**config.mk**
```make
export PLATFORM = sky130hd
export DESIGN_NAME = serial_subtractor
export DESIGN_NICKNAME = d
export VERILOG_FILES = /design/src/rtl/serial_subtractor.sv
export SDC_FILE = /design/constraint.sdc
export NUM_CORES = 1
export LEC_CHECK = 0
export CORE_MARGIN = 2
export CORE_UTILIZATION = 55
export CTS_CLUSTER_DIAMETER = 150
export DETAILED_ROUTE_END_ITERATION = 12
export GPL_TIMING_DRIVEN = 0
export PLACE_DENSITY = 0.83
export SLEW_MARGIN = 0
export SYNTH_ARGS = -nofsm -noshare
export SYNTH_HDL_FRONTEND = slang
export SYNTH_SLANG_ARGS = --single-unit
```
**constraint.sdc**
```tcl
create_clock -name clk -period 3.2 [get_ports clk]
set_input_delay 0.64 -clock clk [delete_from_list [all_inputs] [get_ports clk]]
set_output_delay 0.64 -clock clk [all_outputs]
set_load 0.01 [all_outputs]
```
**src/rtl/serial_subtractor.sv**
```systemverilog
// Bit-serial WIDTH-bit subtractor: d = a - b - bin, LSB first, one bit per
// clock through a single full-subtractor cell and a borrow flop. The finished
// result is captured into held output registers when the last bit completes.
module serial_subtractor #(
  parameter int WIDTH = 8
) (
  input  logic             clk,
  input  logic             rst,
  input  logic             start,
  input  logic [WIDTH-1:0] a,
  input  logic [WIDTH-1:0] b,
  input  logic             bin,
  output logic             busy,
  output logic             done,
  output logic [WIDTH-1:0] d,
  output logic             bo,
  output logic             ovf
);

  localparam int CNT_W = (WIDTH > 1) ? $clog2(WIDTH) : 1;
  localparam logic [CNT_W-1:0] LAST_IDX = CNT_W'(WIDTH - 1);

  typedef enum logic [1:0] {
    IDLE  = 2'd0,
    SHIFT = 2'd1,
    DONE  = 2'd2
  } state_t;

  state_t state, state_nxt;

  // Operand shift registers: bit 0 is always the bit being processed.
  logic [WIDTH-1:0] a_sh;
  logic [WIDTH-1:0] b_sh;
  // Working result; each new difference bit enters at the MSB.
  logic [WIDTH-1:0] res_sh;
  logic [WIDTH-1:0] res_nxt;
  logic [CNT_W-1:0] cnt;
  logic             br;
  logic             br_nxt;
  logic             diff_bit;
  logic             a_msb;
  logic             b_msb;
  logic             accept;
  logic             last_bit;

  // Difference output of the full-subtractor cell.
  function automatic logic fs_diff(input logic x, input logic y, input logic bi);
    return x ^ y ^ bi;
  endfunction

  // Borrow output of the full-subtractor cell.
  function automatic logic fs_borrow(input logic x, input logic y, input logic bi);
    return (~x & y) | (~(x ^ y) & bi);
  endfunction

  // Signed overflow: operands differ in sign and the result sign differs from a.
  function automatic logic sub_ovf(input logic am, input logic bm, input logic rm);
    return (am != bm) && (rm != am);
  endfunction

  // Handshake decode and the single subtractor cell.
  always_comb begin
    accept   = start && ((state == IDLE) || (state == DONE));
    last_bit = (state == SHIFT) && (cnt == LAST_IDX);
    diff_bit = fs_diff(a_sh[0], b_sh[0], br);
    br_nxt   = fs_borrow(a_sh[0], b_sh[0], br);
    res_nxt  = {diff_bit, res_sh[WIDTH-1:1]};
  end

  // State register; reset aborts any operation in flight.
  always_ff @(posedge clk or posedge rst) begin
    if (rst) state <= IDLE;
    else     state <= state_nxt;
  end

  // Next-state logic; DONE may chain straight into SHIFT on a new start.
  always_comb begin
    state_nxt = state;
    case (state)
      IDLE:    if (accept) state_nxt = SHIFT;
      SHIFT:   if (last_bit) state_nxt = DONE;
      DONE:    state_nxt = accept ? SHIFT : IDLE;
      default: state_nxt = IDLE;
    endcase
  end

  // Status outputs decoded from the registered state, so they never overlap.
  always_comb begin
    busy = (state == SHIFT);
    done = (state == DONE);
  end

  // Operand capture, bit-serial processing and result capture.
  always_ff @(posedge clk or posedge rst) begin
    if (rst) begin
      a_sh   <= '0;
      b_sh   <= '0;
      res_sh <= '0;
      cnt    <= '0;
      br     <= 1'b0;
      a_msb  <= 1'b0;
      b_msb  <= 1'b0;
      d      <= '0;
      bo     <= 1'b0;
      ovf    <= 1'b0;
    end else if (accept) begin
      a_sh   <= a;
      b_sh   <= b;
      br     <= bin;
      cnt    <= '0;
      res_sh <= '0;
      a_msb  <= a[WIDTH-1];
      b_msb  <= b[WIDTH-1];
    end else if (state == SHIFT) begin
      a_sh   <= a_sh >> 1;
      b_sh   <= b_sh >> 1;
      res_sh <= res_nxt;
      br     <= br_nxt;
      cnt    <= cnt + CNT_W'(1);
      if (last_bit) begin
        d   <= res_nxt;
        bo  <= br_nxt;
        ovf <= sub_ovf(a_msb, b_msb, res_nxt[WIDTH-1]);
      end
    end
  end

endmodule

```
==> Word level (Yosys, flattened, before mapping) <==
Cells that the tools add are included.
{ "op_classes": {"n_eq_ne": 7, "addsub": 1, "n_bitwise": 8, "reduce_logical": 8, "mux": 14} }
{ "ops": {"columns": ["operator", "count"], "rows": [
  ["$mux W8", 6],
  ["$mux W3", 2],
  ["$pmux W2 S3", 1],
  ["$mux W2", 2],
  ["$add A3 B1 Y3 const B", 1],
  ["$eq A3 B3 Y1 const B", 1],
  ["$logic_and A1 B1 Y1", 3],
  ["$mux W1", 3],
  ["$not A1 Y1", 3],
  ["$reduce_and A3 Y1", 1],
  ["$and A1 B1 Y1", 2],
  ["$eq A2 B1 Y1 const B", 1],
  ["$eq A2 B2 Y1 const B", 1],
  ["$logic_not A2 Y1", 1],
  ["$ne A1 B1 Y1", 2],
  ["$ne A2 B1 Y1 const B", 1],
  ["$ne A2 B2 Y1 const B", 1],
  ["$reduce_and A2 Y1", 1],
  ["$reduce_bool A2 Y1", 1],
  ["$xor A1 B1 Y1", 2],
  ["$logic_or A1 B1 Y1", 1],
  ["$or A1 B1 Y1", 1]
]} }
{ "totals": {"wordCells": 49, "reg_bits": 42, "input_bits": 20} }

==> Longest topological paths before layout <==
{ "logic_depth": {"word_depth": 6, "ltp_mapped": 6, "depth_no_buf": 5} }

==> Worst setup path after synthesis <==
OpenSTA, ideal clock, no wires.
{ "synth_timing": {"path_kind": "register -> output", "startpoint": "register state[0]", "endpoint": "output port busy", "required_ns": 2.560, "path_stages_with_launch": 4, "path_buffers": 1, "arrival_ns": 0.847, "path_slack_ns": 1.713, "cell_sequence": "dfrtp_1 nand2b_4 clkinv_4 buf_2"} }
{ "synth_via": {"elab_chain_cells": 1} }
{ "synth_rtl": {"columns": ["element", "line", "source"], "rows": [
  ["from (decl)", "29", "state_t state, state_nxt;"],
  ["from (signal assigned)", "73", "else state <= state_nxt;"],
  ["$eq A2 B1 Y1", "89", "busy = (state == SHIFT);"],
  ["to (decl)", "13", "output logic busy,"]
]} }
No other way between the ends.

==> Final worst setup path <==
Ends and elaborated chain as after synthesis.

==> impl_results.md <==
* Syn_area_per_cell at 14.3 sq um
* Yosys cell types at 29
* Vias per Instance at 5.44
* Area Growth Syn to Fin at 24.1%
* Outcome: complete, no violations
* Area leader, netlist: dfrtp_1
* Multiplexer share of the synthesized area at 7.67%
* Fin. Hold Viols at 0
* FP Rows at 20
* DP Worst Slack at 1.06 ns
* Root buf cell: clkbuf_4
* H-tree depth at 2
* RSZ-0062 raised after global routing: false
* Hold buffers post-CTS at 0
* Pins over their slew limit at 0
* Leakage at 1.07 nW
* Syn_nets at 145
* WP data arrival at 1.88 ns
* Sink Count at 41
* Final ANT Viol Nets at 0
* Wire per inst at 15.5 um
* ANT cells at 0
* Die Area at 3640 sq um
* Synth top area share at 58.8%
* Total of max-cap violations at 0
* Die H at 60.3 um
* Worst-margin pin slew at 0.798 ns
* Sum Neg Setup Slack at 0 ns
* Vias in the first global route at 1,132
* # DRC at 0
* Post-Syn Instances at 122
* Final WS setup at 0.683 ns
* Fmax at 397 MHz
* Crit Path Category: flop to output port
* Worst Path Max Fanout at 10
* Largest family of logic cells by synthesized area: compound AO/OA/AOI/OAI gates
* CTS buffer count at 5
* Ys async rst share at 100%
* CTS tree: yes
* Largest net degree at the start of global routing at 42
* Compound-Gate Fraction of Synth Area at 19.6%
* Crit path capture type: output port
* Hold Crit Class: flop to flop
* Via count at 1,109
* Detailed Route WL at 3.16 mm
* Final setup viols at 0
* Final nets at 183
* Pwr Density at 987 nW/um^2
* Flops & latches, synth at 41
* Fill cell count at 228
* Initial antenna violation count at 0
* Placer Congestion at 0.710
* Share of cells above drive strength 1 at 21.3%
* Syn. warnings at 0
* Synth area leaders: dfrtp_1 (59%), a22o_1 (11%), mux2_2 (7.1%)
* Slew HR at 46.7%
* Clock Skew at 0.0117 ns
* First drt pass iteration count at 6
* Initial Utilization at 57.6%
* GR Util All Layers at 20.8%
* Worst-path clk slew at 0.11 ns
* Post-CTS Setup Inserts at 0
* Crit path launch type: flop
* # port buffers at 31
* Post-CTS resize count at 0
* Io pins at 32
* First-pass GRT wire length at 5.25 mm
* Synth Area in Adders at 2.58%
* CTS max path bufs at 2
* Die X at 60.3 um
* DRT iter0 DRCs at 54
* VDD IR max at 0.000558 V
* Detailed Place HPWL at 2.29 mm
* Worst-Skew Late Latency at 0.35 ns
* Synth Area in Simple Gates at 6.09%
* Final worst-path cycle share at 78.7%
* Number of synthesized flops with an enable pin at 0
* Mapped cell area at 1750 sq um
* Grt total ovfl at 0
* Most used DFF post-synth: dfrtp_1
* Tmin final at 2.52 ns
* Post-Synth XOR/XNOR Area at 0%
* Req. time, crit path at 2.56 ns
* CORE AREA at 3030 sq um
* Post-synthesis sequential area ratio at 58.8%
-- critical path, cell delays in order (launching register included) --
cell             delay, ns
dfrtp_1               0.53
nand2b_4              0.11
clkinv_4              0.11
buf_2                 0.22
clkdlybuf4s50_1       0.57
-- layout by cell type, fill, tap and decap left out, types with 2 or more instances in the layout --
cell type         n
a21o_1           12
a221o_1           2
a22o_1           21
a22o_2            2
buf_4             2
buf_6             3
clkbuf_4          5
clkdlybuf4s50_1  31
dfrtp_1          41
ha_1              2
inv_1             3
mux2_2           11
nand2_1           3
o21ai_0           2
-- per-stage QoR --
stage                     instances  cell area [sq um]  hold WS (ns)  power [mW]  utilization (%)
final                           204               2170         0.491        2.14             71.5
after global routing            204               2170         0.507        2.29             71.5
after CTS                       204               2170         0.493        2.16             71.5
after detailed placement        197               2110         0.466        1.90             69.7
after global placement          197               2110         0.457        1.84             69.7
after floorplan                 122               1750         0.449        1.57                -
-- synthesized netlist by cell type, types with 2 or more instances --
library cell and n:
nand2_1 3, buf_4 2, o21ai_0 2, mux2_2 11, dfrtp_1 41, ha_1 2
inv_1 4, a21o_1 12, buf_6 3, a221o_1 2, a22o_1 21, a22o_2 2
-- registers in the layout, indices dropped and copies added (netlist names), 2 cells and up --
| register | flops |
|---|---|
| d | 8 |
| cnt | 3 |
| state | 2 |
| a_sh | 8 |
| res_sh | 7 |
| b_sh | 8 |
-- final timing paths --
| kind | startpoint | endpoint | slack (ns) | cells after the start |
|---|---|---|---|---|
| worst max-delay path | state[0]$_DFFE_PP0P_ | busy | 0.68 | 4 |
| worst min-delay path | a_sh[2]$_DFFE_PP0P_ | a_sh[2]$_DFFE_PP0P_ | 0.49 | 1 |
| worst max register to register | a_sh[0]$_DFFE_PP0P_ | ovf$_DFFE_PP0P_ | 1.63 | 4 |
| worst min register to register | a_sh[2]$_DFFE_PP0P_ | a_sh[2]$_DFFE_PP0P_ | 0.49 | 1 |
| max in group asynchronous | rst | d[2]$_DFFE_PP0P_ | 1.94 | 2 |
| min in group asynchronous | rst | a_sh[0]$_DFFE_PP0P_ | 0.75 | 2 |
-- cell type report --
type,count,area (sq um),share of cell area (%)
multi-input cells,69,627,28.9
clock buffers,7,55.1,2.54
flip-flops and latches,41,1030,47.4
inverters,5,23.8,1.10
well taps,44,55.1,2.54
repair buffers,31,310,14.3
plain buffers,7,68.8,3.18
-- cells by family after synthesis --
group                      count (synthesis)
muxes                                     12
adders and majority gates                  3
buffers and inverters                     12
and+or+nand+nor                           12
DFF                                       41
AOI/OAI and AO/OA                         42
-- where the power goes --
part | switching (mW) | internal, mW | leakage, nW
logic | 0.420 | 0.551 | 0.522
clock network | 0.151 | 0.104 | 0.0314
registers | 0.152 | 0.758 | 0.513
-- routing by layer --
layer / part of all wire [%] / track usage, %
met5: 0 / 0
met1: 42 / 25.0
met3: 4.7 / 8.10
met2: 52 / 33.7
met4: 1.4 / 8.89
Note: power is estimated with default switching activity, not from simulation.
